[src/rtl/conv_pe_stream.sv]
// rtl/conv_pe_stream.sv - streaming mixed-precision conv PE with outlier budget
// Accumulates cfg_k beats of LANES act*wgt products into one saturating output word.
module conv_pe_stream #(
  parameter int DW     = 16,
  parameter int LANES  = 4,
  parameter int ACC_W  = 48,
  parameter int KB_MAX = 256,
  localparam int KW    = $clog2(KB_MAX) + 1,
  localparam int MW    = $clog2(LANES * KB_MAX) + 1
) (
  input  logic                clk,
  input  logic                reset,
  input  logic                clear,
  input  logic [KW-1:0]       cfg_k,
  input  logic [DW-1:0]       cfg_thresh,
  input  logic [MW-1:0]       cfg_m,
  input  logic                in_valid,
  output logic                in_ready,
  input  logic [LANES*DW-1:0] in_act,
  input  logic [LANES*DW-1:0] in_wgt,
  output logic                out_valid,
  input  logic                out_ready,
  output logic [ACC_W-1:0]    out_data,
  output logic [MW-1:0]       out_outliers,
  output logic                out_clamped,
  output logic                out_sat
);

  typedef enum logic [1:0] {IDLE, ACCUM, OUT} state_t;

  localparam logic signed [ACC_W-1:0] ACC_MAX = {1'b0, {(ACC_W-1){1'b1}}};
  localparam logic signed [ACC_W-1:0] ACC_MIN = {1'b1, {(ACC_W-1){1'b0}}};

  state_t state, state_nxt;

  logic [KW-1:0]           k_q, cnt_q, k_use;
  logic [DW-1:0]           th_q, th_use;
  logic [MW-1:0]           m_q, m_use, ocnt_q, run;
  logic signed [ACC_W-1:0] acc_q, acc_nxt, beat_sum;
  logic signed [ACC_W:0]   wide;
  logic                    clamp_q, sat_q, beat_clamp, ovf, accept, last_beat, drop;

  logic signed [DW-1:0]    a, w, eff;
  logic [DW-1:0]           mag;
  logic signed [2*DW-1:0]  prod;

  assign in_ready     = !reset && (state != OUT);
  assign out_valid    = (state == OUT);
  assign out_data     = acc_q;
  assign out_outliers = ocnt_q;
  assign out_clamped  = clamp_q;
  assign out_sat      = sat_q;

  assign accept    = in_valid && in_ready && !clear;
  assign drop      = clear || (state == OUT && out_ready);

  // The first beat of an output uses live config; later beats use the latched copy.
  always_comb begin
    k_use  = k_q;
    th_use = th_q;
    m_use  = m_q;
    if (state == IDLE) begin
      k_use  = (cfg_k == '0) ? KW'(1) : cfg_k;
      th_use = cfg_thresh;
      m_use  = cfg_m;
    end
  end

  assign last_beat = accept && ((cnt_q + KW'(1)) == k_use);

  // Lanes are walked in ascending order so the budget is spent on the lowest lanes first.
  always_comb begin
    run        = ocnt_q;
    beat_clamp = 1'b0;
    beat_sum   = '0;
    a          = '0;
    w          = '0;
    mag        = '0;
    eff        = '0;
    prod       = '0;
    for (int i = 0; i < LANES; i++) begin
      a   = in_act[i*DW +: DW];
      w   = in_wgt[i*DW +: DW];
      mag = a[DW-1] ? -a : a;
      eff = a;
      if (mag > th_use) begin
        if (run >= m_use) begin
          eff        = a[DW-1] ? -$signed(th_use) : $signed(th_use);
          beat_clamp = 1'b1;
        end
        run = run + MW'(1);
      end
      prod     = eff * w;
      beat_sum = beat_sum + {{(ACC_W-2*DW){prod[2*DW-1]}}, prod};
    end
  end

  always_comb begin
    wide    = {acc_q[ACC_W-1], acc_q} + {beat_sum[ACC_W-1], beat_sum};
    ovf     = wide[ACC_W] ^ wide[ACC_W-1];
    acc_nxt = wide[ACC_W-1:0];
    if (ovf) acc_nxt = wide[ACC_W] ? ACC_MIN : ACC_MAX;
  end

  always_comb begin
    state_nxt = state;
    case (state)
      IDLE:    if (accept) state_nxt = last_beat ? OUT : ACCUM;
      ACCUM:   if (last_beat) state_nxt = OUT;
      OUT:     if (out_ready) state_nxt = IDLE;
      default: state_nxt = IDLE;
    endcase
    if (clear) state_nxt = IDLE;
  end

  always_ff @(posedge clk or posedge reset) begin
    if (reset) begin
      state   <= IDLE;
      k_q     <= '0;
      th_q    <= '0;
      m_q     <= '0;
      cnt_q   <= '0;
      ocnt_q  <= '0;
      acc_q   <= '0;
      clamp_q <= 1'b0;
      sat_q   <= 1'b0;
    end else begin
      state <= state_nxt;
      if (drop) begin
        cnt_q   <= '0;
        ocnt_q  <= '0;
        acc_q   <= '0;
        clamp_q <= 1'b0;
        sat_q   <= 1'b0;
      end else if (accept) begin
        if (state == IDLE) begin
          k_q  <= k_use;
          th_q <= th_use;
          m_q  <= m_use;
        end
        cnt_q   <= cnt_q + KW'(1);
        ocnt_q  <= run;
        clamp_q <= clamp_q | beat_clamp;
        // Once saturated the accumulator stays pinned at its bound.
        if (!sat_q) begin
          acc_q <= acc_nxt;
          sat_q <= ovf;
        end
      end
    end
  end

endmodule

[config.mk]
export PLATFORM = sky130hd
export DESIGN_NAME = conv_pe_stream
export DESIGN_NICKNAME = d
export VERILOG_FILES = /design/src/rtl/conv_pe_stream.sv
export SDC_FILE = /design/constraint.sdc
export NUM_CORES = 2
export LEC_CHECK = 0
export BUFFER_PORTS_ARGS = -buffer_cell sky130_fd_sc_hd__buf_4
export CORE_MARGIN = 2
export CORE_UTILIZATION = 45
export CTS_CLUSTER_DIAMETER = 100
export CTS_CLUSTER_SIZE = 40
export DETAILED_ROUTE_END_ITERATION = 10
export PLACE_DENSITY_LB_ADDON = 0.3
export SETUP_SLACK_MARGIN = 0.4
export SLEW_MARGIN = 30
export SYNTH_ARGS = -nofsm -noshare
export SYNTH_HDL_FRONTEND = slang
export SYNTH_SLANG_ARGS = --single-unit
export TNS_END_PERCENT = 20
[constraint.sdc]
create_clock -name clk -period 19.9 [get_ports clk]
set_input_delay 1.99 -clock clk [delete_from_list [all_inputs] [get_ports clk]]
set_output_delay 1.99 -clock clk [all_outputs]
set_load 0.005 [all_outputs]
==> results by stage <==
GRT:
- The largest net degree at the start of global routing is 60.
- The global-route met1 utilization is 39.8%.
- The global-route met2 utilization is 42.8%.
- The initial antenna violation count is 19.
- Global routing used 8.05% of the available met3 tracks.
- The overall global routing resource usage is 27.9%.
- The most used routing layer in global routing is met2.
- The number of global-route vias before repair is approximately 46,000.
- The global-route congestion overflow total is 0.
- The first global-routing pass estimated approximately 280 mm of wire.

Timing:
- Setup repair after global routing left no endpoint under its margin.
- The shortest period the worst path allows is 18.82 ns.
- The number of hold-slack violations in the final timing report came to 0.
- Setup violations remaining at the end of the flow were counted as 0.
- For this run, the top clock speed supported by timing is 53.1 MHz.
- The slew at the pin with the worst max-slew slack is around 1 ns.
- The max-slew violation count was 0.
- The share of the clock period used by the worst path after layout is 94.6%.
- For the final routed database, the setup TNS stands at 0 ns.
- The clock skew after layout is between 0.02 and 0.025 ns.
- In this run the tightest slew margin relative to its limit is 33.9%.

Setup path:
- The cell type with the highest occurrence count on the critical path is sky130_fd_sc_hd__fa_1.
- The data required time at the worst endpoint is 20.25 ns.
- The number of buffers and inverters on the critical path is 7.
- Counting cells, the worst reg-to-reg path comes to between 50 and 60.
- The worst stage delay on the critical path is 0.58 ns.
- Among all stages on the critical path, the largest delay is contributed by sky130_fd_sc_hd__fa_1.
- The largest driver fanout on the critical path is 30.
- STA classifies the critical path endpoint as a flop.
- By startpoint and endpoint, the worst setup path is classified as in -> reg.
- The cell family contributing the most delay on the critical path is adder cells.
- The critical path runs through a total of 58 cells.
- The arrival time of the worst setup path is 19.17 ns.
- The worst setup path is launched from an input pin.

Synthesis:
- Counting every net in the synthesized netlist gives just over 8,000.
- For this run, the number of Yosys warnings is 0.
- The synthesized netlist occupies a cell area of slightly below 0.06 mm2.
- The number of standard cells after synthesis is 6,243.
- Counting flops with an async set or reset pin after synthesis yields a share of between 90% and 100%.
- A synthesized cell averages 9.36 um2.
- In this run, synthesis produced a sequential element count of around 110.
- The number of enable-type register cells in the synthesized netlist is 0.
- In the synthesized netlist the dominant register cell turns out to be sky130_fd_sc_hd__dfrtp_1.
- After synthesis, the netlist uses 101 different library cells.
- Summing the sequential cell areas from Yosys gives 4.62% of the chip area.

Final layout:
- The layout-stage area growth over the synthesis result is 7.30%.
- The final standard cell utilization of the core is 48.6%.
- The filler cells instantiated in the layout total roughly 12,000.
- The register area is 0.00270 mm2.
- The number of nets in the layout is 8,412.
- The share of post-route cells with drive strength above 1 is between 8 and 9%.
- Summing all multi-input logic gate instances after layout gives 0.0489 mm2.

Die:
- The x dimension of the die is 364 um.
- The I/O pin count is between 200 and 250.
- The placeable core area is 0.129 mm2.
- The die outline area is ~0.13 mm2.
- Once the floorplan was initialized, standard cells occupied 45.3% of the core.
- The number of core rows is 132.
- The vertical die dimension is approximately 360 um.

Clocking:
- CTS placed an instance of sky130_fd_sc_hd__clkbuf_16 at the clock tree root.
- The buffer depth of the longest clock path is 2.
- In this run the number of H-tree levels came out at 3.
- For this design, the CTS-stage hold fixing added 0 buffers.
- The total number of clock tree sinks is 108.
- TritonCTS built the clock tree.
- Clock tree synthesis inserted a total of 9 buffers.
- The insertion delay of the later-clocked pin in the worst-skew pair is 0.44 ns.
- After clock tree synthesis, the clock-pin slew on the worst setup and hold paths is roughly 0.08 ns.

Min path:
- Counting instances, the worst hold path has a depth of 1.
- The type of the worst min-delay path is reg -> reg.

Drt:
- The number of nets still failing antenna checks after routing is 0.
- After detailed routing, the number of vias per cell comes to 5.31.
- The overall routed net length is 178 mm.
- The detailed router finished its first iteration with 3,365 violations.
- After detailed routing, the number of remaining DRC violations is 0.
- The via count of the routed design is 43,028.
- The post-detailed-route wirelength per cell is 21.9 um.
- The first detailed-routing pass took 6 iterations.

Job:
- The max-capacitance violation count is 0.

Place:
- Routability-driven placement finished with a final weighted congestion of ~1.0.
- During placement, the flow inserted port buffers numbering 231.
- Detailed placement ended at an HPWL of ~160 mm.

Outcome:
- The run finished with clean final reports.
[per-stage QoR]
step                worst slack (ns)  hold WS [ns]  cell area [um2]  instances
floorplan                       1.68         0.469            58500       6243
detailed placement            0.0281         0.494            62300       8083
global placement               0.237         0.484            62300       8081
finish                          1.08         0.513            62700       8108
CTS                            0.442         0.514            62600       8099
global route                   0.415         0.517            62700       8105
[registers in the layout, summed over array words and instances, names as in the netlist]
signal	count
state	2
out_sat	1
m_q	11
k_q	9
out_clamped	1
th_q	16
out_data	48
out_outliers	11
cnt_q	9
[path summary, 6_finish.rpt]
kind | from | endpoint | slack, ns
max reg2reg | state[1] | out_data[12] | 1.97
max | in_act[7] | out_data[12] | 1.08
min reg2reg | m_q[6] | m_q[6] | 0.51
min | m_q[6] | m_q[6] | 0.51
max in group asynchronous | reset | out_data[31] | 16.88
min in group asynchronous | reset | k_q[5] | 1.70
[layout make-up]
cell class | count | area share (%)
inverters | 1612 | 9.66
flip-flops and latches | 108 | 4.31
diodes | 5 | 0.0199
repair buffers | 337 | 4.10
multi-input cells | 4288 | 78.0
well taps | 1742 | 3.48
clock inverters | 7 | 0.112
clock buffers | 9 | 0.359
[placed cells by master (no fill, tap or decap), drive strengths merged, types with 6 or more instances in the layout]
master and count:
nor4 19, a21o 55, nor3 68, nand4 39
inv 1611, ha 475, a21oi 98, nor3b 14
or2 44, and2 260, a211oi 13, nand3b 11
xor2 65, fa 1412, a31o 7, clkbuf 9
o21a 62, o31ai 20, nor2b 124, a211o 6
a21boi 30, buf 337, o211ai 13, a31oi 23
nand2b 54, xnor2 128, or3 31, and3 19
nand3 37, nor4b 6, mux2i 44, o41ai 7
nand2 577, or3b 7, a2111oi 8, dfrtp 108
mux2 74, nor2 65, o21ai 314
[synth_stat cells, drive strengths merged, types with 7 or more instances]
library cell	count	area, um2
or3	31	199
a2111oi	8	76.3
and2	260	1630
mux2i	44	452
and3	17	106
fa	1412	28300
dfrtp	108	2700
mux2	74	833
a211oi	13	108
a21oi	97	493
a21o	55	413
or2	44	275
a31oi	23	144
or3b	7	61.3
clkbuf	188	707
a21boi	30	236
xnor2	128	1130
o31ai	20	150
nand4	39	250
a31o	7	61.3
nand2	577	2170
nor3	68	355
inv	1611	6050
nand2b	54	338
nor2	65	249
o21a	62	465
nor3b	14	105
buf	50	263
ha	475	5940
nor2b	124	776
o41ai	7	61.3
nand3b	11	95.1
xor2	65	592
nand3	37	190
nor4	19	161
o211ai	13	103
o21ai	314	1580
[layer usage]
| layer | wire [um] | up-vias |
|---|---|---|
| li1 | - | 19004 |
| met4 | 3060 | 16 |
| met3 | 18600 | 194 |
| met5 | 97 | - |
| met2 | 78600 | 1557 |
| met1 | 77400 | 22257 |
[worst reg2reg max path, delay by kind of cell (launching register included)]
family                   cells  cell delay, ns
AO/OA/AOI/OAI               20            4.47
adder cells (fa/ha/maj)     15            6.73
buffers and inverters        6            0.82
flip-flops                   1            0.45
multiplexers                 3            1.71
AND/OR/NAND/NOR             11            3.70
[kinds of logic after synthesis]
kind of cell	Yosys count	share of synthesized area, %
AOI/OAI and AO/OA	702	7.47
and+or+nand+nor	1384	12.2
xor gates and xnor gates	194	2.98
DFF	108	4.62
adders and majority gates	1887	58.5
buffers and inverters	1850	12.0
muxes	118	2.20
[repair_timing]
action	4_1_cts	5_1_grt
endpoints found under the setup margin	0	48
setup buffers	0	1
gates resized for setup	0	8
Power is not shown: default switching activity piles up to over one toggle a cycle in this logic, so the estimate is an artifact.
